**config.mk**
```make
export PLATFORM = sky130hd
export DESIGN_NAME = fifo_rd_gearbox
export DESIGN_NICKNAME = d
export VERILOG_FILES = /design/src/rtl/fifo_rd_gearbox.sv
export SDC_FILE = /design/constraint.sdc
export NUM_CORES = 1
export LEC_CHECK = 0
export CAP_MARGIN = 0
export CORE_ASPECT_RATIO = 0.9
export CORE_MARGIN = 2
export CORE_UTILIZATION = 43
export CTS_BUF_LIST = sky130_fd_sc_hd__clkbuf_4 sky130_fd_sc_hd__clkbuf_8
export CTS_CLUSTER_DIAMETER = 120
export DETAILED_ROUTE_END_ITERATION = 8
export MAX_ROUTING_LAYER = met4
export PLACE_DENSITY = 0.79
export SLEW_MARGIN = 10
export SYNTH_ARGS = -nofsm -noshare
export SYNTH_HDL_FRONTEND = slang
export SYNTH_SLANG_ARGS = --single-unit
export TNS_END_PERCENT = 1
```
**constraint.sdc**
```tcl
create_clock -name clk -period 2.85 [get_ports clk]
set_clock_uncertainty 0.05 [all_clocks]
set_input_delay 0.57 -clock clk [delete_from_list [all_inputs] [get_ports clk]]
set_output_delay 0.57 -clock clk [all_outputs]
set_load 0.01 [all_outputs]
```
**src/rtl/fifo_rd_gearbox.sv**
```systemverilog
// fifo_rd_gearbox: pulls up to M words per cycle from a count-based FIFO
// read port and packs them into K-word output beats; flush closes a beat.
// Ports:
//   clk, rst_n          clock, async active-low reset
//   fifo_data           M head words from the FIFO, lane 0 oldest
//   fifo_words_avail    words valid on fifo_data this cycle
//   fifo_rd_en          words consumed this cycle (combinational)
//   flush               one-cycle pulse, ends the current packet
//   out_data/out_cnt    beat words (word 0 oldest) and valid count
//   out_last            beat closes a flushed packet
//   out_valid/out_ready beat handshake
module fifo_rd_gearbox #(
    parameter int DATA_WIDTH = 8,
    parameter int M          = 2,
    parameter int K          = 4,
    parameter int CW         = $clog2(K + 1),
    parameter int FW         = $clog2(M + 1)
) (
    input  logic                         clk,
    input  logic                         rst_n,
    input  logic [M-1:0][DATA_WIDTH-1:0] fifo_data,
    input  logic [FW-1:0]                fifo_words_avail,
    output logic [FW-1:0]                fifo_rd_en,
    input  logic                         flush,
    output logic [K-1:0][DATA_WIDTH-1:0] out_data,
    output logic [CW-1:0]                out_cnt,
    output logic                         out_last,
    output logic                         out_valid,
    input  logic                         out_ready
);

    // One extra bit so counts and index sums never wrap.
    localparam int SW = CW + 1;
    localparam logic [SW-1:0] K_S = SW'(K);

    logic [K-1:0][DATA_WIDTH-1:0] acc;
    logic [K-1:0][DATA_WIDTH-1:0] acc_nxt;
    logic [CW-1:0]                acc_cnt;
    logic [CW-1:0]                acc_cnt_nxt;
    logic                         flush_pending;
    logic                         flush_pending_nxt;

    logic          fire;
    logic [SW-1:0] avail_s;
    logic [SW-1:0] cnt_s;
    logic [SW-1:0] room;
    logic [SW-1:0] take;
    logic [SW-1:0] base;
    logic [SW-1:0] sum;

    always_comb begin
        avail_s   = SW'(fifo_words_avail);
        cnt_s     = SW'(acc_cnt);
        room      = K_S - cnt_s;
        out_valid = (cnt_s == K_S) || (flush_pending && cnt_s != '0);
        fire      = out_valid && out_ready;
        out_cnt   = acc_cnt;
        out_data  = acc;
        out_last  = flush_pending && out_valid;

        // Gated by rst_n so nothing is consumed while held in reset.
        take = '0;
        if (!rst_n || flush_pending) begin
            take = '0;
        end else if (fire) begin
            take = (avail_s < K_S) ? avail_s : K_S;
        end else if (!out_valid) begin
            take = (avail_s < room) ? avail_s : room;
        end
        fifo_rd_en = FW'(take);

        // A firing beat restarts packing at word 0.
        base = fire ? '0 : cnt_s;
        sum  = base + take;
        acc_cnt_nxt = CW'(sum);

        acc_nxt = acc;
        for (int i = 0; i < M; i++) begin
            for (int j = 0; j < K; j++) begin
                if (SW'(i) < take && base + SW'(i) == SW'(j)) begin
                    acc_nxt[j] = fifo_data[i];
                end
            end
        end

        // Pending clears on the closing fire, or at once if nothing
        // was buffered; repeat flushes while pending are absorbed.
        if (flush_pending) begin
            flush_pending_nxt = !(fire || cnt_s == '0);
        end else begin
            flush_pending_nxt = flush;
        end
    end

    always_ff @(posedge clk or negedge rst_n) begin
        if (!rst_n) begin
            acc           <= '0;
            acc_cnt       <= '0;
            flush_pending <= 1'b0;
        end else begin
            acc           <= acc_nxt;
            acc_cnt       <= acc_cnt_nxt;
            flush_pending <= flush_pending_nxt;
        end
    end

    a_no_overfill : assert property (
        @(posedge clk) disable iff (!rst_n) sum <= K_S);

    a_no_overread : assert property (
        @(posedge clk) disable iff (!rst_n) take <= avail_s);

endmodule

```
Yosys cells after proc, flatten, opt, wreduce, memory -nomap -nowiden

Cells that the tools add are included.

Output and inout port bits: 39
Bits in registers: 36
Input port bits: 22
Logic and storage cells: 57

Reduce and logical (&&, ||, !) cells: 24
Mux-type cells: 14
Equality and inequality tests: 7
$lt $le $gt $ge: 3
$add $sub $neg: 3

Operators with widths:

| kind                | count |
|---|---|
| $mux 8              | 8 |
| $mux 4              | 4 |
| $logic_and 1x1->1   | 11 |
| $eq 4x2->1 const B  | 2 |
| $logic_not 4->1     | 2 |
| $lt 1x4->1 const A  | 2 |
| $reduce_bool 2->1   | 4 |
| $eq 3x2->1 const B  | 2 |
| $add 3x1->4 const B | 1 |
| $eq 4x1->1 const B  | 1 |
| $lt 2x4->1          | 1 |
| $sub 3x3->4 const A | 1 |
| $add 3x3->3         | 1 |
| $eq 3x1->1 const B  | 1 |
| $eq 3x3->1 const B  | 1 |
| $logic_not 3->1     | 1 |
| $logic_or 1x1->1    | 3 |
| $mux 3              | 1 |
| $reduce_bool 3->1   | 1 |
| $logic_not 1->1     | 2 |
| $mux 1              | 1 |

Logic depth before layout (Yosys ltp)

Depth in word-level cells: 10
Depth in mapped cells: 12
Gate-level depth less buffers: 12

Worst setup path before layout

Ideal clock, no wire load.

Kind: reg-to-reg
From: register acc_cnt[0] (netlist: out_cnt[0])
To: register acc (netlist bit out_data[0])
Cell stages (with the launch flop): 13
Data required time: 2.675 ns
Library setup time: 0.125 ns
Arrival: 2.953 ns
Slack: -0.278 ns
Cells stage by stage: dfrtp_1 -> inv_1 -> ha_1 -> mux2i_1 -> inv_1 -> nand2_1 -> nand2_1 -> ha_1 -> and3_1 -> and4_1 -> nand3_1 -> mux2_2 -> mux2_2

Word-level cells in the longest chain between the ends: 9
Elaborated cells on any way between the ends: 21
Those cells by class: add/sub: 2; order compare: 3; eq/ne: 1; mux: 6; reduce/logical: 9

RTL lines:

| what                                          | RTL line | RTL |
|---|---|---|
| from (decl)                                   | 38       | `logic [CW-1:0] acc_cnt;` |
| from (signal assigned)                        | 102      | `acc_cnt <= acc_cnt_nxt;` |
| $reduce_bool 3->1                             | 55       | `out_valid = (cnt_s == K_S) \|\| (flush_pending && cnt_s != '0);` |
| $logic_and 1x1->1                             | 55       |  |
| $logic_or 1x1->1 (*)                          | 55       |  |
| named net out_valid                           | 28       | `output logic out_valid,` |
| $mux 4 or $logic_and 1x1->1 (tied branches)   | 67, 56   |  |
| $mux 4 or $mux 3 (tied branches)              | 65, 73   |  |
| $mux 4 or $add 3x1->4 (tied branches)         | 63, 80   |  |
| $lt 1x4->1 or $logic_not 4->1 (tied branches) | 80       | `if (SW'(i) < take && base + SW'(i) == SW'(j)) begin` |
| $logic_and 1x1->1                             | 80       |  |
| $mux 8 or $reduce_bool 2->1 (tied branches)   | --       |  |
| to (signal assigned)                          | 101      | `acc <= acc_nxt;` |
| to (decl)                                     | 36       | `logic [K-1:0][DATA_WIDTH-1:0] acc;` |

The timed path passes the listed nets; every way through them passes the cells marked *.
A chain may end at the register's enable or synchronous reset.

Worst setup path after layout

From: register acc_cnt[1] (netlist: out_cnt[1])
To: output port fifo_rd_en[0]

Word-level cells in the longest chain between the ends: 6
Elaborated cells on any way between the ends: 11
Those cells by class: add/sub: 1; order compare: 1; eq/ne: 1; mux: 4; reduce/logical: 4

RTL lines:

| what                                             | RTL line | RTL |
|---|---|---|
| $sub 3x3->4 or $reduce_bool 3->1 (tied branches) | 54, 55   |  |
| $lt 2x4->1 or $logic_and 1x1->1 (tied branches)  | 68, 55   |  |
| $mux 4 or $logic_or 1x1->1 (tied branches)       | 68, 55   |  |
| $mux 4 or $logic_and 1x1->1 (tied branches)      | 67, 56   |  |
| $mux 4 (*)                                       | 65       | `end else if (fire) begin` |
| $mux 4 (*)                                       | 63       | `if (!rst_n \|\| flush_pending) begin` |
| to (decl)                                        | 23       | `output logic [FW-1:0] fifo_rd_en,` |

Every way passes the cells marked *; elsewhere a longest branch is shown, timed or not.

==> results.yml <==
route:
  drc: 0
  wl_per_cell_um: 17.1
  via_per_inst: 5.51
  vias: 1973
  drtPass1Iterations: 4
  first_iter_violations: 108
  routed_wl_um: 6130
  antenna_left: 0
worst_setup_path:
  end_kind: "primary output"
  crit_chain: "inv_1 -> ha_4 -> buf_4 -> ha_1 -> nand2_1 -> o311a_1 -> or2_4 -> buf_2"
  cp_max_fo: 4
  crit_path_top_delay_cell: "o311a_1"
  crit_required_ns: 2.23
  arrival_ns: 2.20
  path_class: "flop to primary output"
  path_buf_inv: 3
  cp-start-kind: "flop"
  slowest_delay_ns: 0.37
  path_delay_family: "adder cells"
global_routing:
  grt_pass1_vias: 2090
  grt_pass1_wl_um: 10000
  grt_start_max_net_pins: 37
  antenna_found_initial: 0
  track_usage_pct: 23.6
  gr-total-overflow: 0
yosys:
  syn_area_um2: 2210
  synth-main-ff-cell: "dfrtp_1"
  synthTopCellsByArea: "dfrtp_1, mux2_2, a2111oi_0, ha_1, nand3_1"
  synth_commonest_cells: "mux2_2, dfrtp_1, nand3_1, o21ai_0"
  yosysTopAreaCellShare_pct: 40.8
  synth_cells: 191
  synth_edf_count: 0
  ys_types: 42
  synth_seq_area_share_pct: 40.8
  syn_avg_cell_area_um2: 11.6
  ys_seq_elements: 36
  yosys_warnings: 0
  synth_largest_area_cell: "dfrtp_1"
  yosysMostFrequentCell: "mux2_2"
  synthesis.nets: 219
  async_flop_share_pct: 100
sta:
  hold_viol_final: 0
  tightest_slew_ns: 0.476
  max_freq_ghz: 0.355
  min_period_ns: 2.82
  rsz0062_at_grt: "true"
  setup_viol: 0
  whs_ns: 0.464
  maxSlewHeadroom_pct: 67.4
  finalCritPeriodShare_pct: 99.0
  maxSlewViolCount: 0
  fin_ws_ns: 0.0293
power:
  ir_drop_mv: 0.570
  p_leak_nw: 1.40
  share_comb_of_total_power_pct: 64.8
  p_switching_mw: 1.44
  clockPowerShare_pct: 10.4
  powerDensity_nw_per_um2: 1110
  p_int_mw: 2.29
  finalPower_mw: 3.73
  sequentialPowerShare_pct: 24.8
  swShare_pct: 38.6
clock_network:
  clkLatencyLatePin_ns: 0.29
  cts_buffers: 5
  cts_tree: "built"
  ctsHoldBuffers: 0
  cts_buffer_depth: 2
  cts.clk_slew.worst_paths_ns: 0.08
  cts.sinks: 36
  root_buffer: "clkbuf_8"
  htreeDepth: 2
floorplan:
  die_area_um2: 5730
  fp.dieH_um: 72.0
  die_w_um: 79.6
  core_area_um2: 4890
  floorplan.initialDensity_pct: 45.1
  ios: 61
  num_rows: 24
flow_run:
  maxCapViolations: 0
place:
  dp_hpwl_um: 4570
  dp_slack_ns: -0.426
  port-buffer-count: 60
  place.gp.congestion: 0.911
final_layout:
  synthToLayoutAreaGrowth_pct: 51.4
  nNetsFinal: 319
  drive_gt1_share_pct: 41.1
hold_path:
  hold_path_class: "flop to flop"
run_status:
  outcome: "finished, final reports clean"
-- cells by family after synthesis --
| family | count (synthesis) | synth area share (%) |
|---|---|---|
| muxes | 50 | 25.4 |
| AOI/OAI and AO/OA | 42 | 15.3 |
| and+or+nand+nor | 42 | 11.2 |
| DFF | 36 | 40.8 |
| buffers and inverters | 14 | 3.17 |
| adders and majority gates | 6 | 3.74 |
| xor gates and xnor gates | 1 | 0.396 |
-- through the flow --
step / TNS [ns] / area (um^2) / utilization [%] / std cells
after floorplan: -0.0491 / 2250 / - / 191
after global placement: -5.89 / 3190 / 65.1 / 348
after detailed placement: -7.94 / 3190 / 65.1 / 348
after CTS: -0.000700 / 3300 / 67.4 / 356
after global routing: -0.0901 / 3340 / 68.3 / 357
final: 0 / 3340 / 68.3 / 358
-- per-layer routing --
| layer | vias up | GRT usage [%] | part of all wire [%] |
|---|---|---|---|
| met4 | 0 | 8.62 | 1.3 |
| met5 | - | - | 0 |
| met2 | 63 | 35.4 | 48 |
| met3 | 9 | 7.96 | 7.7 |
| li1 | 928 | - | - |
| met1 | 973 | 29.8 | 43 |
-- power by group through the flow --
stage,sequential [mW],combinational (mW),clock (mW)
2_1_floorplan,1.04,1.04,0
3_3_place_gp,0.922,2.25,0
3_5_place_dp,0.928,2.30,0
4_1_cts,0.927,2.35,0.397
5_1_grt,0.958,2.59,0.426
6_report,0.925,2.42,0.388
-- what timing repair did --
item | in CTS | in global routing
setup buffers | 0 | 1
endpoints found under the setup margin | 11 | 29
resized for setup | 10 | 13
pin swaps | 2 | 3
cloned | 0 | 0
-- area by class of cell --
type	count	area [um^2]
repair buffers	99	900
clock inverters	2	13.8
fillers	369	1550
well taps	65	81.3
multi-input cells	141	1330
clock buffers	6	82.6
inverters	8	30.0
diodes	1	2.50
flip-flops and latches	36	902
-- path summary, 6_finish.rpt --
path / start / end / slack, ns / cells past startpoint
setup / recovery: out_cnt[1]$_DFF_PN0_ / fifo_rd_en[0] / 0.03 / 8
hold / removal: out_data[19]$_DFFE_PN0P_ / out_data[19]$_DFFE_PN0P_ / 0.46 / 1
setup reg to reg: out_cnt[1]$_DFF_PN0_ / out_data[19]$_DFFE_PN0P_ / 0.11 / 12
hold reg to reg: out_data[19]$_DFFE_PN0P_ / out_data[19]$_DFFE_PN0P_ / 0.46 / 1
max in group asynchronous: rst_n / out_cnt[0]$_DFF_PN0_ / 1.71 / 2
min in group asynchronous: rst_n / out_data[29]$_DFFE_PN0P_ / 0.68 / 2
-- worst reg2reg max path, stage by stage, from the launching register on --
cell and delay, ns:
dfrtp_1 0.39, inv_1 0.10, ha_4 0.15, mux2i_2 0.25, inv_1 0.10, nand2_2 0.09, nand2_2 0.08, ha_4 0.28
buf_4 0.11, and4_4 0.22, nand4_4 0.21, mux2_4 0.35, mux2_2 0.25
-- cell usage in the layout, fill, tap and decap left out, types with 5 or more instances in the layout --
| cell type | instances |
|---|---|
| clkdlybuf4s50_1 | 58 |
| o21ai_0 | 10 |
| a2111oi_0 | 7 |
| a31oi_1 | 8 |
| clkbuf_8 | 6 |
| mux2_2 | 48 |
| dfrtp_1 | 35 |
| nor2_1 | 5 |
| inv_1 | 6 |
| nand3_1 | 10 |
| buf_4 | 37 |
| nand2_1 | 5 |
-- flip-flops by register name (all words and copies together), names as in the netlist --
| register | count |
|---|---|
| out_data | 32 |
| out_cnt | 3 |
| flush_pending | 1 |
Note: power is estimated with default switching activity, not from simulation.
